<file path="config.mk">
export PLATFORM = sky130hd
export DESIGN_NAME = aes_nslow_scheduler
export DESIGN_NICKNAME = d
export VERILOG_FILES = /design/src/rtl/aes_nslow_scheduler.sv
export SDC_FILE = /design/constraint.sdc
export NUM_CORES = 2
export LEC_CHECK = 0
export CELL_PAD_IN_SITES_DETAIL_PLACEMENT = 0
export CELL_PAD_IN_SITES_GLOBAL_PLACEMENT = 2
export CORE_AREA = 2 2 604 606
export DETAILED_ROUTE_END_ITERATION = 16
export DIE_AREA = 0 0 606 608
export PLACE_DENSITY_LB_ADDON = 0.1
export SETUP_SLACK_MARGIN = 0.4
export SLEW_MARGIN = 20
export SYNTH_ARGS = -nofsm -noshare
export SYNTH_HDL_FRONTEND = slang
export SYNTH_SLANG_ARGS = --single-unit
</file>
<file path="constraint.sdc">
create_clock -name clk -period 14.5 [get_ports clk]
set_input_delay 2.175 -clock clk [delete_from_list [all_inputs] [get_ports clk]]
set_output_delay 2.175 -clock clk [all_outputs]
set_load 0.03 [all_outputs]
</file>
<file path="src/rtl/aes_nslow_scheduler.sv">
// aes_nslow_scheduler
//   Round-robin front end that shares one N-slowed AES core among NUM_REQ
//   requesters. At most one block is issued per cycle through a one-cycle
//   issue register. The requester ID travels through an ID FIFO alongside the
//   core latency. In-order core results are paired with their ID and queued in
//   a first-word-fall-through result FIFO. A credit counter ('used') limits
//   blocks in flight plus buffered results to CREDITS. Because of this limit,
//   the core, which has no backpressure, can never overrun the result FIFO.
//
// Ports
//   clk, rstn                 clock (rising edge), asynchronous active-low reset
//   enable                    permits new grants
//   req_valid / req_ready     per-requester handshake; req_ready is one-hot or zero
//   req_plain_text/_cipher_key  packed, requester i at [128*i +: 128]
//   core_start, core_plain_text, core_cipher_key   issue strobe and data to the core
//   core_done, core_cipher_text                    in-order result strobe from the core
//   rsp_valid/rsp_ready, rsp_data, rsp_id          response stream (FWFT)
//   busy                      any block in flight or buffered
//   err_overflow              sticky: core_done arrived with no outstanding ID
//
// Optional build macro AES_SCHED_STATS_EN adds two outputs:
//   issue_count               NUM_REQ x 16-bit wrapping per-requester handshake counters
//   max_used                  4-bit high-water mark of the credit counter
module aes_nslow_scheduler #(
  parameter int NUM_REQ = 4,
  parameter int N       = 4,
  parameter int CREDITS = 8,
  parameter int ID_W    = $clog2(NUM_REQ)
) (
  input  logic                   clk,
  input  logic                   rstn,
  input  logic                   enable,
  input  logic [NUM_REQ-1:0]     req_valid,
  output logic [NUM_REQ-1:0]     req_ready,
  input  logic [NUM_REQ*128-1:0] req_plain_text,
  input  logic [NUM_REQ*128-1:0] req_cipher_key,
  output logic                   core_start,
  output logic [127:0]           core_plain_text,
  output logic [127:0]           core_cipher_key,
  input  logic                   core_done,
  input  logic [127:0]           core_cipher_text,
  output logic                   rsp_valid,
  input  logic                   rsp_ready,
  output logic [127:0]           rsp_data,
  output logic [ID_W-1:0]        rsp_id,
  output logic                   busy,
  output logic                   err_overflow
`ifdef AES_SCHED_STATS_EN
  ,
  output logic [NUM_REQ*16-1:0]  issue_count,
  output logic [3:0]             max_used
`endif
);

  localparam int PW = (CREDITS > 1) ? $clog2(CREDITS) : 1;
  localparam int CW = $clog2(CREDITS + 1);
  localparam int EW = ID_W + 128;
  localparam logic [CW-1:0] CREDITS_C = CW'(CREDITS);

  if (NUM_REQ < 2 || NUM_REQ > 8 || N < 1 || CREDITS < 1) begin : g_bad_params
    $error("aes_nslow_scheduler: unsupported parameter set");
  end

  // Requester index 'k' positions after 'base', modulo NUM_REQ.
  function automatic logic [ID_W-1:0] rr_idx(input logic [ID_W-1:0] base, input int k);
    int s;
    s = int'(base) + k;
    if (s >= NUM_REQ) s = s - NUM_REQ;
    return ID_W'(s);
  endfunction

  function automatic logic [PW-1:0] ptr_inc(input logic [PW-1:0] p);
    return (p == PW'(CREDITS - 1)) ? '0 : p + PW'(1);
  endfunction

  // Credit update, saturating at both ends so the counter never wraps.
  function automatic logic [CW-1:0] used_next(input logic [CW-1:0] u,
                                              input logic inc, input logic dec);
    logic [CW-1:0] r;
    r = u;
    if (inc && !dec && u != CREDITS_C) r = u + CW'(1);
    if (dec && !inc && u != '0)        r = u - CW'(1);
    return r;
  endfunction

  logic [ID_W-1:0] r_rr;
  logic            r_run;
  logic [CW-1:0]   r_used;
  logic            w_any;
  logic [ID_W-1:0] w_gidx;
  logic            w_can_issue;
  logic            w_hs;
  logic            w_rsp_hs;
  logic [NUM_REQ-1:0] w_grant;
  logic [127:0]    w_sel_pt;
  logic [127:0]    w_sel_key;
  logic [CW-1:0]   w_used_nxt;

  // Stage p0: arbitration and handshake (combinational from req_valid).
  always_comb begin
    w_any     = 1'b0;
    w_gidx    = '0;
    w_sel_pt  = '0;
    w_sel_key = '0;
    for (int k = 0; k < NUM_REQ; k++) begin
      if (!w_any && req_valid[rr_idx(r_rr, k)]) begin
        w_any  = 1'b1;
        w_gidx = rr_idx(r_rr, k);
      end
    end
    for (int g = 0; g < NUM_REQ; g++) begin
      if (w_gidx == ID_W'(g)) begin
        w_sel_pt  = req_plain_text[128*g +: 128];
        w_sel_key = req_cipher_key[128*g +: 128];
      end
    end
  end

  // r_run keeps req_ready low while reset is asserted, so no requester can see
  // an accept that the held-in-reset state would silently lose.
  assign w_can_issue = r_run & enable & (r_used < CREDITS_C);
  assign w_grant     = (w_any && w_can_issue) ? (NUM_REQ'(1) << w_gidx) : '0;
  assign w_hs        = |w_grant;
  assign req_ready   = w_grant;
  assign w_rsp_hs    = rsp_valid & rsp_ready;
  assign w_used_nxt  = used_next(r_used, w_hs, w_rsp_hs);

  always_ff @(posedge clk or negedge rstn) begin
    if (!rstn) begin
      r_run  <= 1'b0;
      r_rr   <= '0;
      r_used <= '0;
    end else begin
      r_run  <= 1'b1;
      r_used <= w_used_nxt;
      if (w_hs) r_rr <= rr_idx(w_gidx, 1);
    end
  end

  // Stage p1: registered issue to the core.
  logic         r_start_p1;
  logic [127:0] r_pt_p1;
  logic [127:0] r_key_p1;

  always_ff @(posedge clk or negedge rstn) begin
    if (!rstn) begin
      r_start_p1 <= 1'b0;
      r_pt_p1    <= '0;
      r_key_p1   <= '0;
    end else begin
      r_start_p1 <= w_hs;
      if (w_hs) begin
        r_pt_p1  <= w_sel_pt;
        r_key_p1 <= w_sel_key;
      end
    end
  end

  assign core_start      = r_start_p1;
  assign core_plain_text = r_pt_p1;
  assign core_cipher_key = r_key_p1;

  // ID FIFO: pushed at handshake, popped by the in-order core_done.
  // Its occupancy never exceeds used, so a push cannot find it full.
  logic [ID_W-1:0] r_id_mem [CREDITS];
  logic [PW-1:0]   r_id_wp, r_id_rp;
  logic [CW-1:0]   r_id_cnt;
  logic            w_id_pop;
  logic            w_res_push;

  assign w_id_pop   = core_done & (r_id_cnt != '0);
  assign w_res_push = w_id_pop;

  always_ff @(posedge clk) begin
    if (w_hs) r_id_mem[r_id_wp] <= w_gidx;
  end

  always_ff @(posedge clk or negedge rstn) begin
    if (!rstn) begin
      r_id_wp      <= '0;
      r_id_rp      <= '0;
      r_id_cnt     <= '0;
      err_overflow <= 1'b0;
    end else begin
      if (w_hs)     r_id_wp <= ptr_inc(r_id_wp);
      if (w_id_pop) r_id_rp <= ptr_inc(r_id_rp);
      r_id_cnt <= r_id_cnt + CW'(w_hs) - CW'(w_id_pop);
      if (core_done && r_id_cnt == '0) err_overflow <= 1'b1;
    end
  end

  // Stage p2: result FIFO, first-word-fall-through. Result occupancy plus
  // outstanding IDs equals used, so a push always finds a free slot.
  logic [EW-1:0] r_res_mem [CREDITS];
  logic [PW-1:0] r_res_wp, r_res_rp;
  logic [CW-1:0] r_res_cnt;
  logic [EW-1:0] w_head;

  always_ff @(posedge clk) begin
    if (w_res_push) r_res_mem[r_res_wp] <= {r_id_mem[r_id_rp], core_cipher_text};
  end

  always_ff @(posedge clk or negedge rstn) begin
    if (!rstn) begin
      r_res_wp  <= '0;
      r_res_rp  <= '0;
      r_res_cnt <= '0;
    end else begin
      if (w_res_push) r_res_wp <= ptr_inc(r_res_wp);
      if (w_rsp_hs)   r_res_rp <= ptr_inc(r_res_rp);
      r_res_cnt <= r_res_cnt + CW'(w_res_push) - CW'(w_rsp_hs);
    end
  end

  assign w_head    = r_res_mem[r_res_rp];
  assign rsp_valid = (r_res_cnt != '0);
  assign rsp_data  = rsp_valid ? w_head[127:0]     : '0;
  assign rsp_id    = rsp_valid ? w_head[EW-1:128]  : '0;
  assign busy      = (r_used != '0) | r_start_p1;

`ifdef AES_SCHED_STATS_EN
  function automatic logic [3:0] sat4(input int u);
    return (u > 15) ? 4'd15 : 4'(u);
  endfunction

  logic [15:0] r_issue_cnt [NUM_REQ];
  logic [3:0]  r_max_used;

  always_ff @(posedge clk or negedge rstn) begin
    if (!rstn) begin
      for (int g = 0; g < NUM_REQ; g++) r_issue_cnt[g] <= '0;
      r_max_used <= '0;
    end else begin
      for (int g = 0; g < NUM_REQ; g++) begin
        if (w_grant[g]) r_issue_cnt[g] <= r_issue_cnt[g] + 16'd1;
      end
      if (sat4(int'(w_used_nxt)) > r_max_used) r_max_used <= sat4(int'(w_used_nxt));
    end
  end

  for (genvar g = 0; g < NUM_REQ; g++) begin : g_pack
    assign issue_count[16*g +: 16] = r_issue_cnt[g];
  end
  assign max_used = r_max_used;
`endif

endmodule

</file>
==> key figures <==
Min path
  • Tightest Hold Check Type: flip-flop to flip-flop
  • Start point of the worst hold path: core_cipher_key[70]$_DFFE_PN0P_

Clock network
  • Postcts setup bufs: 0
  • Total number of clock tree sinks: 1341
  • CTS tree: built
  • Hold buffer count at CTS: 0
  • Total clock buffers created by CTS: 180
  • Clock-pin slew on the worst setup and hold paths: 0.05 ns
  • Clk_lat worst skew: ~0.9 ns
  • Total number of H-tree levels: 4
  • Count of cells resized by post-cts repair: 0
  • Clock Path Buffers: 4
  • Library cell used as clock root buffer: sky130_fd_sc_hd__clkbuf_16

Route
  • Ratio of routed vias to standard cells: 4.07
  • Routed vias: 43300
  • Starting DRT DRC Count: 2984
  • Antenna Violating Nets Remaining: 0
  • Length of the first detailed-routing pass in iterations: 7
  • Remaining routing DRC violations: 0
  • Wirelength, routed: 377000 µm
  • WL/cell: 35.4 µm

Logic synthesis
  • Async set or reset register ratio after synthesis: 0.213
  • Post-synthesis sequential element count: 1341
  • Net Count, Synth: between 5000 and 6000
  • Mapped Cells: 4139
  • Main flop type after synthesis: sky130_fd_sc_hd__edfxtp_1
  • Number of synthesized flops with an enable pin: roughly 1100
  • Sequential element share of the synthesized area: 0.649
  • Cell area after synthesis: 59800 µm²
  • Yosys synthesis warning count: 0
  • Synth Area per Inst: 14.5 µm²
  • Number of distinct standard cells referenced by the synthesized netlist: 50

STA
  • Final-report max-slew violation count: 0
  • Largest clock skew in the final design: 0.0670 ns
  • Number of hold violations in the final report: 0
  • Worst hold slack across all endpoints: 0.483 ns
  • Fmax: 132 MHz
  • Final cycle utilization of the critical path: 0.521
  • Worst Max-Slew Pin Slew: 1.26 ns
  • Worst-case headroom to the max-slew limit: 0.158
  • Setup repair after global routing missed its margin: false
  • Total negative slack: 0 ns
  • Final critical delay including setup and external delays: 7.55 ns
  • Final setup fails: 0

Power and ir drop
  • Logic pwr share: 0.465
  • Internal power component: 10.7 mW
  • Static power due to leakage: 30.0 nW
  • Power share of the sequential group: 0.290
  • Peak supply drop: 0.155 mV
  • Net switching share of the total power: 0.417
  • Final Power: 18.4 mW
  • Psw: ~7.7 mW
  • Power Dens Cells: 212 nW/µm²
  • Clock power frac: 0.245

Placement
  • Cell count after placement: roughly 10000
  • Hpwl dp: 286000 µm
  • Buffers added on ports: 1554
  • Final GP Congestion: around 0.86

Floorplanning
  • Top-level I/O count: 1555
  • Core region area: 362000 µm²
  • Die Span X: 606 µm
  • Die Footprint: 368000 µm²
  • Starting density of the core: 0.165
  • Die height: around 600 µm
  • Floorplan row count: approximately 220

Global routing
  • Pin count of the biggest net entering global routing: 163
  • Global-route wire length before repair: around 480000 µm
  • Number of global-route vias before repair: 43800
  • Overall global routing resource usage: 0.198
  • GRT Residual Overflow: 0
  • Number of antenna violations at the first check in global routing: 316

Cells and area
  • Most frequent cells in the layout: sky130_fd_sc_hd__clkdlybuf4s50_1, sky130_fd_sc_hd__edfxtp_1, sky130_fd_sc_hd__nand2_1, sky130_fd_sc_hd__mux2i_1, sky130_fd_sc_hd__dfrtp_1
  • Most frequent standard cell in the layout excluding fill and tap cells: sky130_fd_sc_hd__clkdlybuf4s50_1
  • Fraction of layout cells with a size suffix above 1: 0.108
  • Fillers: 38100
  • Post-layout instance count excluding filler cells: 10600
  • Number of nets in the finished design: a little under 7000
  • Area growth from synthesis to layout: 44.8%

Critical path
  • Startpoint of the lowest-slack register-to-register path: r_rr[1]$_DFFE_PN0P_
  • Critical path arrival: 5.37 ns
  • Critical path cell sequence: clkdlybuf4s50_1 > nor2b_1 > a21o_1 > a211oi_1 > buf_4 > ha_4 > and2_1 > clkdlybuf4s50_1
  • Top cell by count, worst path: sky130_fd_sc_hd__clkdlybuf4s50_1
  • Startpoint types: input pin
  • Crit path launch: req_valid[0]
  • Data required, critical path: 12.32 ns
  • Crit-path slowest cell: sky130_fd_sc_hd__clkdlybuf4s50_1
  • Maximum single-stage delay on the critical path: a little over 0.8 ns
  • Critical-path maximum fanout: 34
  • Type of destination of the critical path: output pin
  • Crit Path Class: input pin to output pin

Run status
  • Run status: finished, final reports clean

Run
  • Max-capacitance violation count: 0
[metal layers]
metal,share of wire,global-route usage,vias to the layer above
li1,-,-,18800
met1,0.42,0.245,21900
met2,0.48,0.334,1715
met3,0.077,0.0613,757
met4,0.028,0.0457,90
met5,0.0015,0,-
[power groups by stage]
stage | Clock, mW | Sequential, mW | Combinational (mW)
2_1_floorplan | 0 | 5.94 | 4.09
3_3_place_gp | 0 | 5.40 | 8.77
3_5_place_dp | 0 | 5.42 | 8.74
4_1_cts | 4.69 | 5.34 | 8.78
5_1_grt | 4.82 | 5.41 | 9.11
6_report | 4.50 | 5.33 | 8.53
[flip-flops by register name, indices dropped and copies added, names as in the netlist]
name / flops
err_overflow: 1
r_res_cnt: 4
r_id_cnt: 4
r_used: 4
r_id_rp: 3
r_run: 1
r_id_mem: 16
core_cipher_key: 128
core_plain_text: 128
core_start: 1
r_res_rp: 3
r_rr: 2
r_res_mem: 1040
r_res_wp: 3
r_id_wp: 3
[per-stage QoR]
step / utilization / area, µm² / setup WS, ns
finish: 0.240 / 86700 / 6.95
global route: 0.239 / 86600 / 6.59
CTS: 0.239 / 86500 / 6.69
detailed placement: 0.223 / 80700 / 6.76
global placement: 0.223 / 80700 / 6.67
floorplan: - / 59800 / 2.34
[cells in the mapped netlist, drive strengths merged, types with 6 or more instances]
cell / number / area share
buf: 136 / 0.015
mux4: 264 / 0.099
and3b: 254 / 0.037
inv: 24 / 0.0016
o21ai: 516 / 0.043
dfrtp: 285 / 0.12
nand2b: 6 / 0.00063
nor3: 14 / 0.0012
clkbuf: 184 / 0.012
ha: 22 / 0.0046
mux2i: 388 / 0.065
a21oi: 260 / 0.022
nand2: 542 / 0.034
a21o: 8 / 0.0010
nor2: 137 / 0.0086
edfxtp: 1056 / 0.53
[cells by family after synthesis]
kind of cell               after synthesis  share of synthesized area
AOI/OAI and AO/OA                      793                     0.0672
xor gates and xnor gates                 7                    0.00102
adders and majority gates               24                    0.00527
buffers and inverters                  344                     0.0280
DFF                                   1341                      0.649
muxes                                  657                      0.165
other                                    1                  0.0000627
and+or+nand+nor                        972                     0.0838
[layout make-up]
| type | instances | area [µm²] | share of cell area |
|---|---|---|---|
| Antenna cell | 60 | 150 | 0.00173 |
| Sequential cell | 1341 | 38900 | 0.448 |
| Tap cell | 4794 | 6000 | 0.0692 |
| Clock buffer | 238 | 4980 | 0.0574 |
| Clock inverter | 87 | 847 | 0.00977 |
| Multi-Input combinational cell | 2454 | 19400 | 0.224 |
| Timing Repair Buffer | 1631 | 16300 | 0.188 |
| Inverter | 24 | 97.6 | 0.00113 |
[worst paths after layout]
path	end	slack, ns	depth (start not counted)
setup / recovery	req_ready[1]	6.95	8
hold / removal	core_cipher_key[70]$_DFFE_PN0P_	0.48	2
setup reg to reg	core_cipher_key[67]$_DFFE_PN0P_	9.08	13
hold reg to reg	core_cipher_key[70]$_DFFE_PN0P_	0.48	2
max in group asynchronous	core_cipher_key[110]$_DFFE_PN0P_	10.39	4
min in group asynchronous	core_plain_text[105]$_DFFE_PN0P_	1.32	1
[critical path: cells and delay by family]
family          cells  cell delay [ns]
buf+inv             3             1.60
compound gates      2             0.72
fa+ha+maj           1             0.47
simple gates        2             0.40
Power figures use the tool's default switching activity.
